**config.mk**
```make
export PLATFORM = sky130hd
export DESIGN_NAME = blowfish_decrypt_memory_core
export DESIGN_NICKNAME = d
export VERILOG_FILES = /design/src/rtl/blowfish_decrypt_memory_core.sv
export SDC_FILE = /design/constraint.sdc
export NUM_CORES = 1
export LEC_CHECK = 0
export ABC_CLOCK_PERIOD_IN_PS = 24700
export BUFFER_PORTS_ARGS = -buffer_cell sky130_fd_sc_hd__buf_2
export CAP_MARGIN = 20
export CORE_ASPECT_RATIO = 1.1
export CORE_UTILIZATION = 58
export CTS_BUF_LIST = sky130_fd_sc_hd__clkbuf_16
export CTS_CLUSTER_DIAMETER = 40
export DETAILED_ROUTE_END_ITERATION = 6
export PLACE_DENSITY = 0.89
export SLEW_MARGIN = 0
export SYNTH_ARGS = -nofsm -noshare
export SYNTH_HDL_FRONTEND = slang
export SYNTH_SLANG_ARGS = --single-unit
```
**constraint.sdc**
```tcl
create_clock -name clk -period 24.7 [get_ports clk]
set_input_delay 7.41 -clock clk [delete_from_list [all_inputs] [get_ports clk]]
set_output_delay 7.41 -clock clk [all_outputs]
set_load 0.005 [all_outputs]
```
**src/rtl/blowfish_decrypt_memory_core.sv**
```systemverilog
// Iterative two-block Blowfish decryptor reading P/S tables from
// external synchronous-read key-schedule memories.
module blowfish_decrypt_memory_core #(
  parameter int ROUNDS = 16
) (
  input  logic         clk,
  input  logic         rst,
  input  logic         start,
  input  logic [127:0] ct,
  output logic         ready,
  output logic         busy,
  output logic [127:0] pt,
  output logic         pt_valid,
  output logic [4:0]   p_addr,
  input  logic [31:0]  p_data,
  output logic [7:0]   s0_addr,
  output logic [7:0]   s1_addr,
  output logic [7:0]   s2_addr,
  output logic [7:0]   s3_addr,
  input  logic [31:0]  s0_data,
  input  logic [31:0]  s1_data,
  input  logic [31:0]  s2_data,
  input  logic [31:0]  s3_data
);

  typedef enum logic [2:0] {
    IDLE, RND_P, RND_S, RND_F, FIN_P1, FIN_P0, FIN_X, DONE
  } state_t;

  localparam logic [4:0] IDX_TOP = 5'(ROUNDS + 1);

  state_t        state_q, state_d;
  logic [31:0]   xl_q, xl_d;
  logic [31:0]   xr_q, xr_d;
  logic [4:0]    idx_q, idx_d;
  logic          half_q, half_d;
  logic [63:0]   ct_lo_q, ct_lo_d;
  logic [63:0]   tmp_q, tmp_d;
  logic [127:0]  pt_q, pt_d;
  logic          pt_valid_q, pt_valid_d;

  logic [31:0]   xl_p;
  logic [31:0]   f_val;

  // xL after the P-word fetched last cycle is folded in
  assign xl_p  = xl_q ^ p_data;
  assign f_val = ((s0_data + s1_data) ^ s2_data) + s3_data;

  always_comb begin
    state_d    = state_q;
    xl_d       = xl_q;
    xr_d       = xr_q;
    idx_d      = idx_q;
    half_d     = half_q;
    ct_lo_d    = ct_lo_q;
    tmp_d      = tmp_q;
    pt_d       = pt_q;
    pt_valid_d = pt_valid_q;
    p_addr     = 5'd0;
    s0_addr    = 8'd0;
    s1_addr    = 8'd0;
    s2_addr    = 8'd0;
    s3_addr    = 8'd0;
    case (state_q)
      IDLE, DONE: begin
        if (start) begin
          ct_lo_d    = ct[63:0];
          xl_d       = ct[127:96];
          xr_d       = ct[95:64];
          idx_d      = IDX_TOP;
          half_d     = 1'b0;
          pt_valid_d = 1'b0;
          state_d    = RND_P;
        end
      end
      RND_P: begin
        p_addr  = idx_q;
        state_d = RND_S;
      end
      RND_S: begin
        xl_d    = xl_p;
        s0_addr = xl_p[31:24];
        s1_addr = xl_p[23:16];
        s2_addr = xl_p[15:8];
        s3_addr = xl_p[7:0];
        state_d = RND_F;
      end
      RND_F: begin
        xl_d = xr_q ^ f_val;
        xr_d = xl_q;
        if (idx_q == 5'd2) begin
          state_d = FIN_P1;
        end else begin
          idx_d   = idx_q - 5'd1;
          state_d = RND_P;
        end
      end
      FIN_P1: begin
        xl_d    = xr_q;
        xr_d    = xl_q;
        p_addr  = 5'd1;
        state_d = FIN_P0;
      end
      FIN_P0: begin
        xr_d    = xr_q ^ p_data;
        p_addr  = 5'd0;
        state_d = FIN_X;
      end
      FIN_X: begin
        if (!half_q) begin
          tmp_d   = {xl_p, xr_q};
          xl_d    = ct_lo_q[63:32];
          xr_d    = ct_lo_q[31:0];
          idx_d   = IDX_TOP;
          half_d  = 1'b1;
          state_d = RND_P;
        end else begin
          pt_d       = {tmp_q, xl_p, xr_q};
          pt_valid_d = 1'b1;
          state_d    = DONE;
        end
      end
      default: state_d = IDLE;
    endcase
  end

  always_ff @(posedge clk or posedge rst) begin
    if (rst) begin
      state_q    <= IDLE;
      xl_q       <= '0;
      xr_q       <= '0;
      idx_q      <= '0;
      half_q     <= 1'b0;
      ct_lo_q    <= '0;
      tmp_q      <= '0;
      pt_q       <= '0;
      pt_valid_q <= 1'b0;
    end else begin
      state_q    <= state_d;
      xl_q       <= xl_d;
      xr_q       <= xr_d;
      idx_q      <= idx_d;
      half_q     <= half_d;
      ct_lo_q    <= ct_lo_d;
      tmp_q      <= tmp_d;
      pt_q       <= pt_d;
      pt_valid_q <= pt_valid_d;
    end
  end

  assign ready    = (state_q == IDLE) || (state_q == DONE);
  assign busy     = !ready;
  assign pt       = pt_q;
  assign pt_valid = pt_valid_q;

endmodule

```
==> results.txt, run 1 <==
Compound-Gate Fraction of Synth Area - 17.40%
Post-synthesis cell area - 19270 um2
CP delay by family, top - XOR/XNOR gates
Type of origin of the critical path - input port
Setup violations, final - 0
Lkg Pwr - 11.63 nW
Number of antenna violations at the first check in global routing - 27
Root Buffer - clkbuf_16
Gr ovfl total - 0
Starting DRT DRC Count - 1684
WP data arrival - 8430 ps
Post-synthesis simple-gate area fraction - 15.47%
Largest family of logic cells by synthesized area - compound AO/OA/AOI/OAI gates
Slowest stage cell, crit path - xnor2_1
Filler instances - 2482
CP Class - input port to primary output
Final wirelength - 66450 um
Maximum clock rate - 0.06312 GHz
Cells along the critical path - buf_2 > xnor2_1 > nor2_1 > buf_2
XOR/XNOR Fraction of Synth Area - 8.389%
Library cells used by synthesis - 67
Syn Nets - 2569
Total power - 2.669 mW
Clock Skew - 21.56 ps
Nets - 2967
Total track usage - 38.32%
Rows - 69
WP data required - 17290 ps
Global-route wire length before repair - 99180 um
Reg-to-Reg End - xr_q[3]
Cts hold-fix bufs - 0
Worst Hold Class - flop to flop
TNS Setup - 0 ps
Maximum fanout along the worst path - 4
CTS Buffer Depth - 3
Yosys Warn Count - 0
DP HPWL - 47350 um
Core Box Area - 32460 um2
CTS tree - yes
Status - finished with violations
Final ANT Viol Nets - 0
Post-place setup slack - 8877 ps
Metal2 WL - 30840 um
# Post-CTS Setup Buffers - 0
Cells on worst reg2reg path - 8
Post-CTS Resized - 0
Hold depth - 2
M1 wire length - 25070 um
Layout cell share with drive strength beyond 1 - 25.77%
Uppermost layer routed - met5
Largest net degree at the start of global routing - 164
Actual slew at the worst max-slew pin - 1177 ps
CTS HTree Levels - 2
Area of placed instances - 21860 um2
Synth Register Bits - 330
Crit-path most repeated cell - buf_2
PwrDens - 114.3 nW/um2
Main synth FF type - dfrtp_1
First-pass DRT Iterations - 7
Ports - 459
Setup ws final - 8857 ps
Vias per cell - 6.105
Reg2reg setup slack - 20230 ps
WL/cell - 21.55 um
Worst R2R Start - state_q[1]
Dpl cells - 2988
Max Cap Viol - 0
Crit path time final - 15840 ps
Initial Util - 59.36%
Mapped Avg Cell Area - 8.727 um2
Final Cycle Share - 64.14%
Clock latency on the worst-skew pair - 550 ps
WP buf/inv - 2
Die area - 33960 um2
Core Util, Final - 71.94%
Smallest hold slack - 449.3 ps
Routed length on met3 - 6240 um
Vias in the first global route - 17910
CTS buffer count - 40
CTS sink cnt - 330
Number of synthesized flops with an enable pin - 0
Area added between synthesis and finish - 21.18%
Final Hold Fails - 0
Post-route cell area - 23350 um2
Vias - 18830
CP peak stage delay - 640 ps
Hold Crit Start - tmp_q[63]
Violated checks - DRC
Crit. End Element - primary output
DRC viols - 1
Count of final max-slew check failures - 0
VDD IR max - 0.06356 mV
Clk slew on worst S/H paths - 60 ps
Non-Filler Instances - 3084
RSZ-0062 raised after global routing - false
Die W - 175.8 um
Syn Inst Count - 2208
Seq/Total Area, Yosys - 42.85%
Synth Area in Adders - 4.623%
Post-synthesis mux area share - 8.136%
FFs w/ async S/R, synth - 100.0%
Routability congestion estimate - 0.9968
Port bufs - 458
Hold endpoint - pt[127]
Slew margin rel. - 21.37%
Chip Height - 193.2 um
-- worst max-delay path by stage --
stage	from	end	slack [ps]	cells after the start
finish	p_data[14]	s2_addr[6]	8860	4
global route	p_data[12]	s2_addr[4]	8830	4
CTS	p_data[12]	s2_addr[4]	8870	4
detailed placement	p_data[12]	s2_addr[4]	8880	4
global placement	p_data[12]	s2_addr[4]	8910	4
floorplan	rst	ct_lo_q[0]	8150	1
-- cells in the mapped netlist, drive strengths merged, types with 15 or more instances --
cell type    n  area share [%]
mux2i       34             1.8
inv         35            0.68
o22ai       29            0.94
a21o        29             1.1
dfrtp      330              43
ha          68             4.4
mux2       109             6.4
xor2        34             1.5
clkbuf     102             2.0
nor3        24            0.62
a22oi       16            0.65
a21oi      163             4.3
nand3       15            0.39
and3        19            0.62
xnor2      148             6.7
nor2       144             2.8
o21ai      281             7.3
buf         21            0.46
nand2      492             9.6
-- placed cells by master (no fill, tap or decap), types with 4 or more instances in the layout --
cell type  netlist  layout
a21o_1          28      28
clkbuf_16        0      41
xor2_1          34      34
a221oi_1        11      11
a31oi_1          7       7
dfrtp_1        330     327
nand2b_1         9       9
o21ai_0        275     275
nor3_1          24      23
a211oi_1         7       7
a22oi_1         15      15
and2_1           4       4
nand2_1        492     491
nor2_1         144     143
inv_1           34      37
nand4_1         10      10
o31ai_1          6       6
buf_4            0      16
mux2_2         109     109
mux2i_1         34      34
o22ai_1         29      29
bufinv_16        0       7
buf_2            8     458
o211ai_1         6       6
inv_6            0       7
clkinv_2         0       5
ha_1            68      68
diode_2          0      23
o21a_1           4       4
and3_1          19      17
nand3_1         15      14
or3_1            5       5
nor2b_1          4       4
o21ai_1          5       5
a21oi_1        160     160
xnor2_1        148     148
-- state kept, by name, summed over array words and instances (netlist names) --
register  count
pt          128
ct_lo_q      64
tmp_q        64
xl_q         32
xr_q         32
idx_q         5
state_q       3
half_q        1
pt_valid      1
-- metal layers --
layer  vias to the layer above  track usage, %
met5                         -               0
met4                        12           22.34
met3                       272           8.627
met2                      1146           61.81
met1                      8984           47.55
li1                       8415               -
-- cell families (layout without fill, tap and decap cells) --
family | after synthesis | in the layout
AND/OR/NAND/NOR | 737 | 737
flip-flops | 330 | 330
buffers and inverters | 158 | 585
multiplexers | 143 | 143
adder cells (fa/ha/maj) | 70 | 70
XOR/XNOR | 183 | 183
AO/OA/AOI/OAI | 587 | 587
other | 0 | 23
-- worst min-delay path: cells and delay by family (launching register included) --
kind             cells  cell delay, ps
flip-flops           1             340
AND/OR/NAND/NOR      2             100
-- power breakdown --
part | total (mW) | leakage, nW | internal [mW] | switching, mW
Combinational | 1.14 | 6.90 | 0.477 | 0.664
Sequential | 0.906 | 4.04 | 0.702 | 0.204
Clock | 0.621 | 0.694 | 0.378 | 0.243
-- final cells by class --
type | instances | area (um2) | share of cell area, %
Clock inverter | 30 | 356.6 | 1.527
Tap cell | 426 | 533.0 | 2.283
Timing Repair Buffer | 479 | 2526 | 10.82
Multi-Input combinational cell | 1720 | 10450 | 44.74
Inverter | 35 | 138.9 | 0.5948
Antenna cell | 23 | 57.56 | 0.2465
Clock buffer | 41 | 1026 | 4.394
Sequential cell | 330 | 8267 | 35.40
Note: power is estimated with default switching activity, not from simulation.
==> inputs of run 2 (changes only) <==
--- a/config.mk
+++ b/config.mk
@@ -5,15 +5,16 @@
 export SDC_FILE = /design/constraint.sdc
 export NUM_CORES = 1
 export LEC_CHECK = 0
-export ABC_CLOCK_PERIOD_IN_PS = 24700
+export ABC_AREA = 1
+export ABC_CLOCK_PERIOD_IN_PS = 14300
 export BUFFER_PORTS_ARGS = -buffer_cell sky130_fd_sc_hd__buf_2
 export CAP_MARGIN = 20
 export CORE_ASPECT_RATIO = 1.1
-export CORE_UTILIZATION = 58
+export CORE_UTILIZATION = 49
 export CTS_BUF_LIST = sky130_fd_sc_hd__clkbuf_16
 export CTS_CLUSTER_DIAMETER = 40
 export DETAILED_ROUTE_END_ITERATION = 6
-export PLACE_DENSITY = 0.89
+export PLACE_DENSITY = 0.81
 export SLEW_MARGIN = 0
 export SYNTH_ARGS = -nofsm -noshare
 export SYNTH_HDL_FRONTEND = slang
==> constraint.sdc (replaced) <==
create_clock -name clk -period 14.3 [get_ports clk]
set_input_delay 4.29 -clock clk [delete_from_list [all_inputs] [get_ports clk]]
set_output_delay 4.29 -clock clk [all_outputs]
set_load 0.005 [all_outputs]
==> results.txt, run 2 <==
CP Class - input port to primary output
# Post-CTS Setup Buffers - 0 (unchanged)
Final Cycle Share - 67.55%
Crit-path most repeated cell - buf_2
Die W - 189.9 um (+8.1%)
Hold endpoint - pt[94]
Die area - 39650 um2 (+17%)
Main synth FF type - dfrtp_1
Clock Skew - 26.68 ps (+5.114 ps)
Commonest non-fill, non-tap cell in the layout - nand2_1
PwrDens - 219.9 nW/um2 (+92%)
Post-CTS Resized - 0 (unchanged)
CTS sink cnt - 330 (unchanged)
Rows - 75 (+8.7%)
Core Box Area - 38190 um2 (+18%)
Maximum clock rate - 0.1035 GHz
Vias - 19360 (+2.8%)
Syn Inst Count - 2470 (+12%)
Gr ovfl total - 0 (unchanged)
Area added between synthesis and finish - 21.06% (about the same)
CTS tree - yes
Vias in the first global route - 18340 (+2.4%)
Cts hold-fix bufs - 0 (unchanged)
Clock latency on the worst-skew pair - 560 ps (about the same)
Mapped Avg Cell Area - 7.708 um2 (-12%)
Crit. End Element - primary output
Layout cell share with drive strength beyond 1 - 19.65% (-6.1 points)
Initial Util - 49.85% (-9.5 points)
Setup ws final - 4640 ps (-4217 ps)
CTS HTree Levels - 2 (unchanged)
Yosys top cell by area - dfrtp_1
DRC viols - 0 (-1)
Largest net degree at the start of global routing - 149 (-9.1%)
Total power - 5.068 mW (+90%)
Post-place setup slack - 4781 ps (-4096 ps)
Nets - 3257 (+9.8%)
WP data arrival - 5370 ps (-3060 ps)
Smallest hold slack - 469.0 ps (+19.73 ps)
Maximum fanout along the worst path - 3 (-1)
Critical path origin - p_data[12]
Final Hold Fails - 0 (unchanged)
Area of placed instances - 21730 um2 (-0.56%)
Yosys Warn Count - 0 (unchanged)
Ports - 459 (unchanged)
Top-count cell post-synth - nand2_1
Non-Filler Instances - 3433 (+11%)
Synth top area share - 43.37% (+0.52 points)
FFs w/ async S/R, synth - 100.0% (unchanged)
Clk slew on worst S/H paths - 60 ps (about the same)
Reg-to-Reg End - xl_q[17]
Starting DRT DRC Count - 1920 (+14%)
CTS buffer count - 40 (unchanged)
Commonest cells post-synth - 782 x nand2_1, 330 x dfrtp_1, 252 x o21ai_0
Final wirelength - 75470 um (+14%)
CP peak stage delay - 570 ps (-70 ps)
TNS Setup - 0 ps (unchanged)
WP buf/inv - 2 (unchanged)
Filler instances - 3581 (+44%)
Cells along the critical path - buf_2 > xnor2_1 > nor2_1 > buf_2
Port bufs - 458 (unchanged)
Count of final max-slew check failures - 0 (unchanged)
VDD IR max - 0.1607 mV (+150%)
WL/cell - 21.98 um (+2.0%)
Number of synthesized flops with an enable pin - 0 (unchanged)
Seq/Total Area, Yosys - 43.37% (+0.52 points)
Slowest stage cell, crit path - nor2_1
First-pass DRT Iterations - 6 (-1)
Root Buffer - clkbuf_16
Slew margin rel. - 26.40% (+5.0 points)
Cells on worst reg2reg path - 13 (+5)
Synth Register Bits - 330 (unchanged)
Synth area leaders - dfrtp_1 43%, nand2_1 15%, o21ai_0 6.6%
Multi-input logic area - 9397 um2 (-10%)
Library cells used by synthesis - 46 (-31%)
Max FFs per register - 128 (unchanged)
Status - finished clean
Final ANT Viol Nets - 0 (unchanged)
Core Util, Final - 60.35% (-12 points)
Setup violations, final - 0 (unchanged)
Max Cap Viol - 0 (unchanged)
Worst Hold Class - flop to flop
Worst R2R Start - state_q[2]
Crit path time final - 9660 ps
Total track usage - 37.66% (-0.66 points)
DP HPWL - 58190 um (+23%)
Commonest non-fill, non-tap cells in the layout - 782 x nand2_1, 458 x buf_2, 330 x dfrtp_1
Routability congestion estimate - 1.026 (+2.9%)
Hold depth - 2 (unchanged)
Number of antenna violations at the first check in global routing - 7 (-74%)
CP delay by family, top - simple AND/OR/NAND/NOR gates
Type of origin of the critical path - input port
Seq. cell area - 8258 um2 (-0.11%)
Vias per cell - 5.640 (-7.6%)
CTS Buffer Depth - 3 (unchanged)
Chip Height - 208.7 um (+8.1%)
WP data required - 10010 ps (-7280 ps)
Syn Nets - 2831 (+10%)
RSZ-0062 raised after global routing - false
Hold Crit Start - pt[94]
Post-route cell area - 23050 um2 (-1.3%)
Lkg Pwr - 12.23 nW (+5.1%)
Global-route wire length before repair - 111500 um (+12%)
Dpl cells - 3351 (+12%)
Reg2reg setup slack - 9900 ps (-10330 ps)
Actual slew at the worst max-slew pin - 1104 ps (-72.55 ps)
Post-synthesis cell area - 19040 um2 (-1.2%)
run 2: changes by cell type in the layout (fill, tap and decap cells not counted), sizes merged, moves of 13 or more:
cell and change:
a21o -24, a21oi -87, a221oi +16, a22oi -16, and3 -17, diode -16
inv +226, mux2 -109, mux2i -20, nand2 +293, nand3 +60, o2111ai +13
xnor2 -72, xor2 +45
run 2: logic make-up (layout without fill, tap and decap cells):
kind of cell	count (synthesis)	in the layout	synth area share [%]
buffers and inverters	357	813	7.321
xor gates and xnor gates	155	155	7.130
DFF	330	330	43.37
and+or+nand+nor	1069	1069	22.50
other	0	7	0
muxes	14	14	0.7360
AOI/OAI and AO/OA	475	475	14.26
adders and majority gates	70	70	4.679
run 2: power breakdown:
group / switching [mW] / internal [mW]
Clock: 0.420 / 0.519
Sequential: 0.393 / 1.35
Combinational: 1.54 / 0.841
run 2: final cells by class:
class | count | share of cell area, %
multi-input combinational | 1783 | 40.77
sequential | 330 | 35.83
timing repair buffer | 481 | 11.04
clock buffer | 40 | 4.343
inverter | 260 | 4.299
tap | 500 | 2.714
clock inverter | 32 | 0.9337
antenna | 7 | 0.07600
run 2: routing by layer:
metal / global-route usage (%) / wire length (um) / part of all wire, %
met4: 16.30 / 3407 / 4.5
met3: 5.744 / 6656 / 8.8
met1: 51.82 / 31130 / 41
met5: 0 / 0 / 0
met2: 58.88 / 34270 / 45
run 2: worst max-delay path by stage:
| stage | cells past startpoint | slack, ps | endpoint |
|---|---|---|---|
| floorplan | 1 | 870 | ct_lo_q[0] |
| global placement | 4 | 4770 | s2_addr[4] |
| detailed placement | 4 | 4780 | s2_addr[4] |
| CTS | 4 | 4780 | s2_addr[4] |
| global route | 4 | 4670 | s2_addr[4] |
| finish | 4 | 4640 | s2_addr[4] |
run 2: worst register-to-register path, cell delays in order (launching register included):
cell	delay, ps
dfrtp_1	440
inv_2	130
nor2_2	60
nand2_2	610
nor2_2	40
buf_4	270
inv_6	720
o21ai_4	170
nor2_2	620
inv_2	440
buf_4	380
nor2_1	270
nand2_1	100
nand2_1	60
